### config.mk
export PLATFORM = sky130hd
export DESIGN_NAME = mux_vc_arb_flat
export DESIGN_NICKNAME = d
export VERILOG_FILES = /design/src/rtl/vc_pkg.sv /design/src/rtl/mux_vc_arb_if.sv /design/src/rtl/vc_arb_ctrl.sv /design/src/rtl/mux_vc_arb.sv /design/src/flat_wrapper.sv
export SDC_FILE = /design/constraint.sdc
export NUM_CORES = 1
export LEC_CHECK = 0
export ABC_AREA = 1
export CAP_MARGIN = 20
export CELL_PAD_IN_SITES_DETAIL_PLACEMENT = 0
export CELL_PAD_IN_SITES_GLOBAL_PLACEMENT = 1
export CORE_MARGIN = 3
export CORE_UTILIZATION = 28
export CTS_CLUSTER_DIAMETER = 200
export CTS_CLUSTER_SIZE = 20
export DETAILED_ROUTE_END_ITERATION = 7
export GPL_TIMING_DRIVEN = 0
export PLACE_DENSITY_LB_ADDON = 0.1
export SLEW_MARGIN = 10
export SYNTH_ARGS = -nofsm -noshare
export SYNTH_HDL_FRONTEND = slang
export SYNTH_SLANG_ARGS = --single-unit
### constraint.sdc
create_clock -name clk -period 1.45 [get_ports clk]
set_clock_uncertainty 0.1 [all_clocks]
set_input_delay 0.29 -clock clk [delete_from_list [all_inputs] [get_ports clk]]
set_output_delay 0.29 -clock clk [all_outputs]
set_load 0.05 [all_outputs]
### src/rtl/vc_pkg.sv
// Shared definitions for the VC mux/demux pair: arbitration states, word layout defaults
// and VC index constants.
package vc_pkg;

  localparam int unsigned BwDefault     = 6;
  localparam int unsigned VcBitDefault  = 5;
  localparam int unsigned WeightDefault = 3;

  localparam int unsigned Vc0Idx = 0;
  localparam int unsigned Vc1Idx = 1;

  typedef enum logic [0:0] {
    StServeVc0 = 1'b0,
    StForceVc1 = 1'b1
  } arb_state_e;

endpackage

### src/rtl/mux_vc_arb_if.sv
// Bundle of the two FIFO read ports, the pause input and the registered egress stream.
interface mux_vc_arb_if #(
  parameter int unsigned BW = vc_pkg::BwDefault
);
  logic [BW-1:0] data_vc0;
  logic          empty_vc0;
  logic [BW-1:0] data_vc1;
  logic          empty_vc1;
  logic          pause;
  logic          pop_vc0;
  logic          pop_vc1;
  logic [BW-1:0] data_out;
  logic          valid_out;

  // Arbiter side
  modport master (
    input  data_vc0, empty_vc0, data_vc1, empty_vc1, pause,
    output pop_vc0, pop_vc1, data_out, valid_out
  );

  // FIFO / egress side
  modport slave (
    output data_vc0, empty_vc0, data_vc1, empty_vc1, pause,
    input  pop_vc0, pop_vc1, data_out, valid_out
  );
endinterface

### src/rtl/vc_arb_ctrl.sv
// Arbitration control: VC0 strict priority with a forced VC1 slot after WEIGHT consecutive
// VC0 grants while VC1 is waiting. Pops are combinational from state and flags.
module vc_arb_ctrl
  import vc_pkg::*;
#(
  parameter int unsigned WEIGHT = WeightDefault
) (
  input  logic clk,
  input  logic reset,
  input  logic empty_vc0,
  input  logic empty_vc1,
  input  logic pause,
  output logic pop_vc0,
  output logic pop_vc1
);

  if (WEIGHT < 1 || WEIGHT > 15) begin : g_bad_weight
    $error("vc_arb_ctrl: WEIGHT must be in 1..15");
  end

  localparam logic [3:0] CntLast = 4'(WEIGHT - 1);

  arb_state_e state_q;
  logic [3:0] cnt_q;

  // Grant decode; nothing is popped while paused or in reset
  always_comb begin
    pop_vc0 = 1'b0;
    pop_vc1 = 1'b0;
    if (!reset && !pause) begin
      unique case (state_q)
        StServeVc0: begin
          if (!empty_vc0) begin
            pop_vc0 = 1'b1;
          end else if (!empty_vc1) begin
            pop_vc1 = 1'b1;
          end
        end
        StForceVc1: pop_vc1 = !empty_vc1;
      endcase
    end
  end

  // State and starvation counter; pause freezes both
  always_ff @(posedge clk) begin
    if (reset) begin
      state_q <= StServeVc0;
      cnt_q   <= '0;
    end else if (!pause) begin
      unique case (state_q)
        StServeVc0: begin
          if (!empty_vc0) begin
            if (empty_vc1) begin
              cnt_q <= '0;
            end else if (cnt_q == CntLast) begin
              cnt_q   <= '0;
              state_q <= StForceVc1;
            end else begin
              cnt_q <= cnt_q + 4'd1;
            end
          end else if (!empty_vc1) begin
            cnt_q <= '0;
          end
        end
        // Leave after one cycle whether or not VC1 still had a word
        StForceVc1: state_q <= StServeVc0;
      endcase
    end
  end

endmodule

### src/rtl/mux_vc_arb.sv
// Two-VC transmit mux: arbitration control plus the data select and registered output stage.
module mux_vc_arb
  import vc_pkg::*;
#(
  parameter int unsigned BW     = BwDefault,
  parameter int unsigned VC_BIT = VcBitDefault,
  parameter int unsigned WEIGHT = WeightDefault
) (
  input logic          clk,
  input logic          reset,
  mux_vc_arb_if.master bus
);

  // The VC bit is carried through untouched; it only has to lie inside the word
  if (VC_BIT >= BW) begin : g_bad_vc_bit
    $error("mux_vc_arb: VC_BIT must be below BW");
  end

  logic          pop_vc0;
  logic          pop_vc1;
  logic          grant;
  logic [BW-1:0] data_in [2];
  logic [BW-1:0] data_sel;
  logic [BW-1:0] data_out_q;
  logic          valid_out_q;

  vc_arb_ctrl #(
    .WEIGHT(WEIGHT)
  ) u_ctrl (
    .clk      (clk),
    .reset    (reset),
    .empty_vc0(bus.empty_vc0),
    .empty_vc1(bus.empty_vc1),
    .pause    (bus.pause),
    .pop_vc0  (pop_vc0),
    .pop_vc1  (pop_vc1)
  );

  assign data_in[Vc0Idx] = bus.data_vc0;
  assign data_in[Vc1Idx] = bus.data_vc1;

  // Pops are mutually exclusive, so select on pop_vc1 alone
  always_comb begin
    grant    = pop_vc0 | pop_vc1;
    data_sel = pop_vc1 ? data_in[Vc1Idx] : data_in[Vc0Idx];
  end

  // Output register; data holds its last value when nothing is granted
  always_ff @(posedge clk) begin
    if (reset) begin
      data_out_q  <= '0;
      valid_out_q <= 1'b0;
    end else begin
      valid_out_q <= grant;
      if (grant) begin
        data_out_q <= data_sel;
      end
    end
  end

  assign bus.pop_vc0   = pop_vc0;
  assign bus.pop_vc1   = pop_vc1;
  assign bus.data_out  = data_out_q;
  assign bus.valid_out = valid_out_q;

endmodule

### src/flat_wrapper.sv
// flat-port wrapper written by rule: the top's interface ports become plain ports
module mux_vc_arb_flat import vc_pkg::*;
#(
  parameter int unsigned BW     = BwDefault,
  parameter int unsigned VC_BIT = VcBitDefault,
  parameter int unsigned WEIGHT = WeightDefault
)
  (clk, reset, bus_data_vc0, bus_empty_vc0, bus_data_vc1, bus_empty_vc1, bus_pause, bus_pop_vc0, bus_pop_vc1, bus_data_out, bus_valid_out);
  mux_vc_arb_if #(.BW(BW)) bus_i ();
  input logic clk;
  input logic reset;
  input wire logic [$bits(bus_i.data_vc0)-1:0] bus_data_vc0;
  input wire logic [$bits(bus_i.empty_vc0)-1:0] bus_empty_vc0;
  input wire logic [$bits(bus_i.data_vc1)-1:0] bus_data_vc1;
  input wire logic [$bits(bus_i.empty_vc1)-1:0] bus_empty_vc1;
  input wire logic [$bits(bus_i.pause)-1:0] bus_pause;
  output wire logic [$bits(bus_i.pop_vc0)-1:0] bus_pop_vc0;
  output wire logic [$bits(bus_i.pop_vc1)-1:0] bus_pop_vc1;
  output wire logic [$bits(bus_i.data_out)-1:0] bus_data_out;
  output wire logic [$bits(bus_i.valid_out)-1:0] bus_valid_out;
  assign bus_i.data_vc0 = bus_data_vc0;
  assign bus_i.empty_vc0 = bus_empty_vc0;
  assign bus_i.data_vc1 = bus_data_vc1;
  assign bus_i.empty_vc1 = bus_empty_vc1;
  assign bus_i.pause = bus_pause;
  assign bus_pop_vc0 = bus_i.pop_vc0;
  assign bus_pop_vc1 = bus_i.pop_vc1;
  assign bus_data_out = bus_i.data_out;
  assign bus_valid_out = bus_i.valid_out;
  mux_vc_arb #(.BW(BW), .VC_BIT(VC_BIT), .WEIGHT(WEIGHT)) u_core (.clk(clk), .reset(reset), .bus(bus_i));
endmodule
==> results.cfg <==
[floorplan]
die_y_um = 55.8
pin_count = 26
start_util_pct = 30.6
core_sq_um = 2280
rows = 17
die_w_um = 55.8
fp.dieArea_sq_um = 3120

[run]
maxCapViolCount = 0

[pwr]
finalPower_uw = 822
ir_worst_vdd_mv = 0.496
leakagePower_nw = 0.482
switching_share_pct = 29.5
pwr-share-clk_pct = 33.3
internal-power_uw = 580
comb_power_share_pct = 24.5
p_seq_share_pct = 42.2
powerDensity_nw_per_um2 = 749
power_switching_uw = 242

[setup_path]
crit_fanout = 4
startpoint_type = flip-flop
r2r_end = u_core.bus.data_out[4]
rrSetupSlack_ns = 0.13
required_ns = 1.06
r2r_cells = 7
crit_type = flip-flop to output pin
arrival_ns = 1.05
timing.rr.start = u_core.u_ctrl.state_q
end_kind = output pin

[synthesis]
synth_nets = 124
synth_top_area_cell = dfxtp_1
yosysSeqAreaShare_pct = 34.5
syn-mean-instance-area_sq_um = 6.63
yosysWarnings = 0
syn_area_sq_um = 696
yosys_register_bits = 12
post_synth_num_cell_types = 19
synth_cells = 105
synth_area_leaders = dfxtp_1 (35%), nand2_1 (15%), nor2_1 (12%)
yosysTopAreaCellShare_pct = 34.5

[global_routing]
antenna_found_initial = 0
grt_max_degree = 11
grt_pass1_vias = 722
track_usage_pct = 12.7
gr-total-overflow = 0
grt_pass1_wl_um = 3080

[placement]
port_buffers = 25
gp_congestion = 0.765
dp_hpwl_um = 1310
placed_cell_area_sq_um = 983
dp.cells = 158

[detailed_routing]
drt_iter0_markers = 8
wl_per_cell_um = 10.5
vias_per_cell = 4.41
met1_length_um = 838
wl_met3_um = 123
drt-total-wl_um = 1770
num_vias = 741
top_layer = met4
first_pass_iters = 4
route.detailed.drc = 0
met2WireLength_um = 791
ant_nets = 0

[clock_network]
cts-root-buf = clkbuf_4
cts_hold_buf = 0
cts_tree = done
clk_latency_ns = 0.27
clk_pin_slew_worst_paths_ns = 0.08
cts_buffers = 3
max-clock-path-buffers = 2
clock-sinks = 12
htree_levels = 1

[timing]
slew_headroom_pct = 81.6
final.min_clock_period_ns = 1.44
hold_viol = 0
max_clock_freq_mhz = 696
worst_pin_slew_ns = 0.276
report.final.slew_viol_count = 0
finalSetupViolations = 0
rsz0062_at_grt = yes
timing.final.crit_share_pct = 99.1

[finish]
fill_cells = 246
drive_gt1_share_pct = 27.9
stdcell_area_sq_um = 1100
antennaDiodeCount = 0
layoutNonFillerInstCount = 168
nets = 160
multi_input_area_sq_um = 407
seqCellArea_sq_um = 241
synthToLayoutAreaGrowth_pct = 57.7

[status]
outcome = complete, no violations

[min_path]
min_path_cells = 4
hold_path_startpoint = bus_empty_vc0
min_path_type = input port to flip-flop
min_to = u_core.u_ctrl.state_q
-- state kept, by name, indices dropped and copies added, names as in the netlist --
name	flops
u_core.bus.valid_out	1
u_core.u_ctrl.state_q	1
u_core.u_ctrl.cnt_q	4
u_core.bus.data_out	6
-- metrics by stage --
| step | setup TNS, ns | hold slack, ns | util (%) | worst slack, ns |
|---|---|---|---|---|
| after floorplan | 0 | 0.305 | - | 0.00480 |
| after global placement | -4.23 | 0.398 | 43.2 | -1.00 |
| after detailed placement | -4.26 | 0.401 | 43.2 | -0.995 |
| after CTS | -0.0214 | 0.376 | 48.3 | -0.0214 |
| after global routing | -0.0684 | 0.405 | 48.2 | -0.0480 |
| final | 0 | 0.384 | 48.2 | 0.0134 |
-- logic make-up (layout without fill, tap and decap cells) --
| family | Yosys count | count (layout) | synth area share, % |
|---|---|---|---|
| AOI/OAI and AO/OA | 7 | 7 | 8.81 |
| buffers and inverters | 18 | 53 | 9.89 |
| adders and majority gates | 2 | 2 | 3.60 |
| and+or+nand+nor | 66 | 66 | 43.2 |
| DFF | 12 | 12 | 34.5 |
-- Yosys cell counts --
master    count
nand2_1      27
nor2_1       23
dfxtp_1      12
inv_1        11
nand4_1       7
inv_2         5
a21oi_1       3
nor2_2        3
ha_1          2
nand3_1       2
nor2_4        2
a21oi_4       1
buf_2         1
clkinv_1      1
nand2_2       1
nand2_4       1
o21ai_1       1
o21ai_2       1
o21ai_4       1
-- cells in the final DEF, fill, tap and decap left out, types with 4 or more instances in the layout --
cell type	n
nor2_1	22
dfxtp_1	11
clkdlybuf4s15_2	5
dlygate4sd2_1	4
clkdlybuf4s50_1	12
buf_4	6
inv_1	10
nand4_1	7
inv_2	5
nand2_1	26
-- worst max-delay path by stage --
stage	start	to	slack, ns	cells past startpoint
detailed placement	bus_pause	bus_pop_vc0	-1.0	5
finish	u_core.u_ctrl.state_q	bus_pop_vc1	0.01	5
CTS	u_core.u_ctrl.state_q	bus_pop_vc1	-0.02	5
global placement	bus_pause	bus_pop_vc0	-1.00	5
global route	u_core.u_ctrl.state_q	bus_pop_vc1	-0.05	5
floorplan	u_core.u_ctrl.state_q	bus_pop_vc1	0.005	4
-- final cells by class --
class / instances / share of cell area [%]
Buffer: 1 / 0.456
Sequential cell: 12 / 22.0
Multi-Input combinational cell: 75 / 37.1
Clock buffer: 4 / 3.31
Timing Repair Buffer: 31 / 27.9
Inverter: 17 / 6.04
Tap cell: 28 / 3.19
-- layer usage --
metal | track usage (%) | vias to the layer above
li1 | - | 392
met1 | 15.9 | 326
met2 | 20.3 | 21
met3 | 5.10 | 2
met4 | 3.05 | 0
met5 | 0 | -
-- timing repair --
| item | 4_1_cts | 5_1_grt |
|---|---|---|
| endpoints found under the setup margin | 9 | 10 |
| pin swaps | 3 | 6 |
| resized for setup | 46 | 4 |
| buffers inserted | 7 | 0 |
-- power groups by stage --
stage / clock (mW) / sequential (mW) / combinational (mW)
floorplan: 0 / 0.387 / 0.0742
global placement: 0 / 0.354 / 0.190
detailed placement: 0 / 0.355 / 0.190
CTS: 0.284 / 0.347 / 0.203
global route: 0.309 / 0.349 / 0.219
finish: 0.273 / 0.347 / 0.202
-- critical path, cell delays in order (launching register included) --
cell	delay, ns
dfxtp_2	0.34
inv_2	0.04
nand2_4	0.09
nand2_4	0.06
nor2_4	0.09
buf_8	0.15
Power figures use the tool's default switching activity.
